**config.mk**
```make
export PLATFORM = sky130hd
export DESIGN_NAME = mul_iter_unit
export DESIGN_NICKNAME = d
export VERILOG_FILES = /design/src/rtl/mul_pkg.sv /design/src/rtl/mul_iter_unit.sv
export SDC_FILE = /design/constraint.sdc
export NUM_CORES = 1
export LEC_CHECK = 0
export ABC_AREA = 1
export CAP_MARGIN = 20
export CORE_UTILIZATION = 58
export DETAILED_ROUTE_END_ITERATION = 12
export DONT_BUFFER_PORTS = 1
export GPL_TIMING_DRIVEN = 1
export PLACE_DENSITY_LB_ADDON = 0.08
export SETUP_SLACK_MARGIN = 0.3
export SLEW_MARGIN = 5
export SYNTH_ARGS = -nofsm -noshare
export SYNTH_HDL_FRONTEND = slang
export SYNTH_SLANG_ARGS = --single-unit
```
**constraint.sdc**
```tcl
create_clock -name clk -period 3.4 [get_ports clk]
set_input_delay 1.02 -clock clk [delete_from_list [all_inputs] [get_ports clk]]
set_output_delay 1.02 -clock clk [all_outputs]
set_load 0.005 [all_outputs]
```
**src/rtl/mul_pkg.sv**
```systemverilog
// Shared encodings for the iterative multiply unit: operation modes and
// controller states, imported by the unit and by the core controller decode.
package mul_pkg;

   localparam logic [1:0] MODE_MUL   = 2'b00;
   localparam logic [1:0] MODE_MLA   = 2'b01;
   localparam logic [1:0] MODE_UMULL = 2'b10;
   localparam logic [1:0] MODE_SMULL = 2'b11;

   typedef enum logic [1:0] {
      IDLE = 2'b00,
      RUN  = 2'b01,
      FIX  = 2'b10,
      DONE = 2'b11
   } state_t;

endpackage

```
**src/rtl/mul_iter_unit.sv**
```systemverilog
// Iterative shift-add multiply / multiply-accumulate unit (MUL, MLA, UMULL,
// SMULL). One multiplier bit retired per cycle, then a sign/accumulate fix-up.
module mul_iter_unit
   import mul_pkg::*;
#(
   parameter int WIDTH = 32
) (
   input  logic             clk,
   input  logic             reset,
   input  logic             start,
   input  logic [1:0]       mode,
   input  logic [WIDTH-1:0] a,
   input  logic [WIDTH-1:0] b,
   input  logic [WIDTH-1:0] acc,
   output logic             busy,
   output logic             done,
   output logic [WIDTH-1:0] result_lo,
   output logic [WIDTH-1:0] result_hi,
   output logic [1:0]       flags
);

   localparam int PW    = 2 * WIDTH;
   localparam int CNT_W = $clog2(WIDTH);
   localparam logic [CNT_W-1:0] LAST = CNT_W'(WIDTH - 1);

   // Magnitude of a two's-complement operand; the most-negative value maps to
   // 2^(WIDTH-1), which is still representable as an unsigned operand.
   function automatic logic [WIDTH-1:0] magnitude(input logic signed [WIDTH-1:0] v);
      logic signed [WIDTH-1:0] neg_v;
      neg_v = -v;
      return v[WIDTH-1] ? $unsigned(neg_v) : $unsigned(v);
   endfunction

   function automatic logic [PW-1:0] fix_result(input logic [1:0]       m,
                                                input logic             neg,
                                                input logic [PW-1:0]    p,
                                                input logic [WIDTH-1:0] addend);
      logic [PW-1:0] r;
      case (m)
         MODE_MUL:   r = {{WIDTH{1'b0}}, p[WIDTH-1:0]};
         MODE_MLA:   r = {{WIDTH{1'b0}}, p[WIDTH-1:0] + addend};
         MODE_UMULL: r = p;
         default:    r = neg ? (PW'(0) - p) : p;
      endcase
      return r;
   endfunction

   function automatic logic [1:0] flags_of(input logic [1:0] m, input logic [PW-1:0] r);
      logic n;
      logic z;
      if (m == MODE_MUL || m == MODE_MLA) begin
         n = r[WIDTH-1];
         z = (r[WIDTH-1:0] == '0);
      end else begin
         n = r[PW-1];
         z = (r == '0);
      end
      return {n, z};
   endfunction

   state_t            state;
   state_t            state_nxt;
   logic [1:0]        mode_q;
   logic [WIDTH-1:0]  acc_q;
   logic              neg_q;
   logic [PW-1:0]     mcand;
   logic [WIDTH-1:0]  mplier;
   logic [PW-1:0]     prod;
   logic [CNT_W-1:0]  cnt;
   logic              load;
   logic [PW-1:0]     fix_res;

   assign load    = start && (state == IDLE || state == DONE);
   assign fix_res = fix_result(mode_q, neg_q, prod, acc_q);
   assign busy    = (state == RUN) || (state == FIX);
   assign done    = (state == DONE);

   always_ff @(posedge clk or negedge reset) begin
      if (!reset) state <= IDLE;
      else        state <= state_nxt;
   end

   always_comb begin
      state_nxt = state;
      case (state)
         IDLE:    if (start) state_nxt = RUN;
         RUN:     if (cnt == LAST) state_nxt = FIX;
         FIX:     state_nxt = DONE;
         DONE:    state_nxt = start ? RUN : IDLE;
         default: state_nxt = IDLE;
      endcase
   end

   always_ff @(posedge clk or negedge reset) begin
      if (!reset) begin
         mode_q    <= MODE_MUL;
         acc_q     <= '0;
         neg_q     <= 1'b0;
         mcand     <= '0;
         mplier    <= '0;
         prod      <= '0;
         cnt       <= '0;
         result_lo <= '0;
         result_hi <= '0;
         flags     <= 2'b00;
      end else begin
         if (load) begin
            mode_q <= mode;
            acc_q  <= acc;
            prod   <= '0;
            cnt    <= '0;
            if (mode == MODE_SMULL) begin
               mcand  <= {{WIDTH{1'b0}}, magnitude(a)};
               mplier <= magnitude(b);
               neg_q  <= a[WIDTH-1] ^ b[WIDTH-1];
            end else begin
               mcand  <= {{WIDTH{1'b0}}, a};
               mplier <= b;
               neg_q  <= 1'b0;
            end
         end else if (state == RUN) begin
            // Multiplicand walks left while the multiplier walks right, so
            // bit 0 of mplier is always multiplier bit[cnt].
            if (mplier[0]) prod <= prod + mcand;
            mcand  <= mcand << 1;
            mplier <= mplier >> 1;
            cnt    <= cnt + CNT_W'(1);
         end

         if (state == FIX) begin
            result_lo <= fix_res[WIDTH-1:0];
            result_hi <= fix_res[PW-1:WIDTH];
            flags     <= flags_of(mode_q, fix_res);
         end
      end
   end

endmodule

```
==> qor.yml <==
slowest_stage: "dfrtp_1"
synthTopCellsByArea: "dfrtp_1 31%, nand2_1 18%, inv_1 6.8%"
yosys.area_share.simple: 0.3496
synth_compound_area_frac: 0.1658
crit_buf_inv: 1
synth-edff-count: 0
skew_ns: 0.02163
cp-startpoint: "prod[11]"
synth_top_cell_area_share: 0.3122
areaGrowthSynthToFinish_pct: 7.036
ys_warn_count: 0
cts.sinks: 268
io_pins: 169
cts_tree: "yes"
ff_latch_area_mm2: 0.006708
drv_slew: 0
rsz0062_at_grt: "yes"
leakage_uw: 0.01153
max_cap_viol_count: 0
cp-start-kind: "flop"
timing.final.hold_violations: 0
crit_fanout: 7
syn_nets: 3557
synth_cell_type_count: 58
path_clk_slew_ns: 0.06
grt_pass1_wl_um: 110500
power.density_mw_per_mm2: 877.0
drtIter0Drc: 1942
seq_area_frac_synth: 0.3122
die_w_um: 194.5
fin_util: 0.6296
first_pass_iters: 6
cts_hold_buf: 0
yosys_register_bits: 268
finalSetupViolations: 0
synth-xor-area-share: 0.02242
max-slew-margin-rel: 0.3806
worstSetupPathType: "flop to flop"
core_area_mm2: 0.03652
cts_max_path_buffers: 3
numPortBuffers: 0
antenna_found_initial: 0
ant_nets: 0
vias: 22460
grt_pass1_vias: 21200
worst_pin_slew_ns: 0.9291
path_cells: "ha_1 -> nand2_1 -> nor2_1 -> inv_1 -> nor2_1 -> nand4_1 -> nand3_1 -> nand2_1 -> nand2_1 -> nand2_1 -> nand2_1 -> nand2_1 -> nand2_1 -> a21oi_1 -> o21ai_0 -> o21ai_0"
yosysMostFrequentCell: "nand2_1"
fmax_mhz: 335.1
grt_usage: 0.3664
cts-buffers-inserted: 31
finalCritPeriodShare: 0.8777
htreeDepth: 1
synth_top_flop_cell: "dfrtp_1"
synthAdderAreaFrac: 0.06243
rows: 70
hpwl_um: 54900
synthCells: 3350
fin_crit_ns: 2.984
gp_congestion: 1.041
grt_max_degree: 269
wirelength_um: 69840
synth_top_area_cell: "dfrtp_1"
initial_core_util: 0.5882
multi_input_area_mm2: 0.01294
syn_area_per_cell_um2: 6.413
hp-class: "input port to async pin"
die-area_mm2: 0.03781
cp-end-kind: "flop"
synthMuxAreaShare: 0
required_ns: 3.84
slowest_delay_ns: 0.51
tns_ns: 0
crit_family: "simple AND/OR/NAND/NOR gates"
drc: 0
final_nets: 3519
fillers: 3508
netlist_area_mm2: 0.02148
grt_overflow: 0
yosys-top-cells-count: "1026 x nand2_1, 387 x inv_1, 354 x nor2_1"
die_y_um: 194.5
antenna_cells: 0
clkLatencyLatePin_ns: 0.60
peakVddDrop_uv: 1853
cp_common_cell: "nand2_1"
cts-root-buf: "clkbuf_16"
cts_resized: 0
worstPathArrival_ns: 3.42
outcome: "finished clean"
drive_above_1_share: 0.04770
wl_per_cell_um: 18.37
synth_top_family_by_area: "simple AND/OR/NAND/NOR gates"
rr_startpoint: "prod[11]"
cts_setup_buffers: 0
postSynth.asyncResetShare: 1.000
vias_per_cell: 5.909
==> layout make-up <==
cell class	instances	share of cell area
timing repair buffer	25	0.009250
sequential	268	0.2917
multi-input combinational	2591	0.5628
clock buffer	43	0.03918
tap	468	0.02547
inverter	395	0.06459
clock inverter	11	0.007019
==> where the power goes <==
| part | switching (uW) | leakage [uW] | internal, uW |
|---|---|---|---|
| combinational | 7810 | 0.00751 | 3460 |
| sequential | 1160 | 0.00350 | 4280 |
| clock | 1380 | 0.000518 | 2070 |
| total | 10400 | 0.0115 | 9810 |
==> flip-flops by register name (all words and copies together) (netlist names) <==
signal,flops
mcand,64
prod,64
acc_q,32
mplier,32
result_hi,32
result_lo,32
cnt,5
flags,2
mode_q,2
state,2
neg_q,1
==> worst paths after layout <==
path | to | depth (start not counted) | slack [ns]
setup / recovery | prod[51] | 16 | 0.42
hold / removal | acc_q[7] | 0 | 0.13
setup reg to reg | prod[51] | 16 | 0.42
hold reg to reg | mplier[20] | 2 | 0.48
max in group asynchronous | mcand[52] | 0 | 2.89
min in group clk | mplier[20] | 2 | 0.48
==> worst register-to-register path: stages (launching register included) <==
cell and delay, ns:
dfrtp_1 0.51, ha_1 0.43, nand2_1 0.11, nor2_1 0.17, inv_1 0.07, nor2_1 0.16
nand4_1 0.12, nand3_1 0.21, nand2_1 0.08, nand2_1 0.21, nand2_1 0.08, nand2_1 0.10
nand2_1 0.06, nand2_1 0.11, a21oi_1 0.08, o21ai_0 0.16, o21ai_0 0.16
==> per-layer routing <==
layer / wire, um / global-route usage
met2: 29850 / 0.5672
met1: 30430 / 0.5163
met3: 7511 / 0.07323
met4: 2043 / 0.1082
met5: 0 / 0
==> metrics by stage <==
stage / instances / area (um2) / setup WS (ns) / hold WS [ns] / total power [uW]
6_report: 3801 / 22990 / 0.4159 / 0.1264 / 20170
3_3_place_gp: 3747 / 21900 / 0.4046 / 0.4636 / 16120
3_5_place_dp: 3747 / 21900 / 0.3587 / 0.4631 / 16400
5_1_grt: 3801 / 22990 / 0.2500 / 0.1126 / 21750
2_1_floorplan: 3350 / 21480 / 0.7455 / 0.4446 / 13280
4_1_cts: 3801 / 22960 / 0.3352 / 0.1034 / 19940
==> cell families (layout without fill, tap and decap cells) <==
| kind of cell | count (synthesis) | after routing |
|---|---|---|
| AND/OR/NAND/NOR | 1790 | 1790 |
| AO/OA/AOI/OAI | 640 | 640 |
| buffers and inverters | 491 | 474 |
| flip-flops | 268 | 268 |
| XOR/XNOR | 55 | 55 |
| adder cells (fa/ha/maj) | 106 | 106 |
==> cell usage in the layout (no fill, tap or decap), types with 19 or more instances in the layout <==
| cell type | n |
|---|---|
| dfrtp_1 | 267 |
| ha_1 | 101 |
| nor2_2 | 23 |
| a21oi_1 | 206 |
| nor3_1 | 41 |
| nand2_1 | 1024 |
| o21ai_1 | 19 |
| inv_1 | 383 |
| buf_4 | 23 |
| nand3_1 | 237 |
| o21ai_0 | 267 |
| clkbuf_16 | 31 |
| xor2_1 | 41 |
| o211ai_1 | 26 |
| nor2_1 | 351 |
| nand4_1 | 48 |
| o22ai_1 | 29 |
No activity file was read; power rests on OpenSTA's default activity.
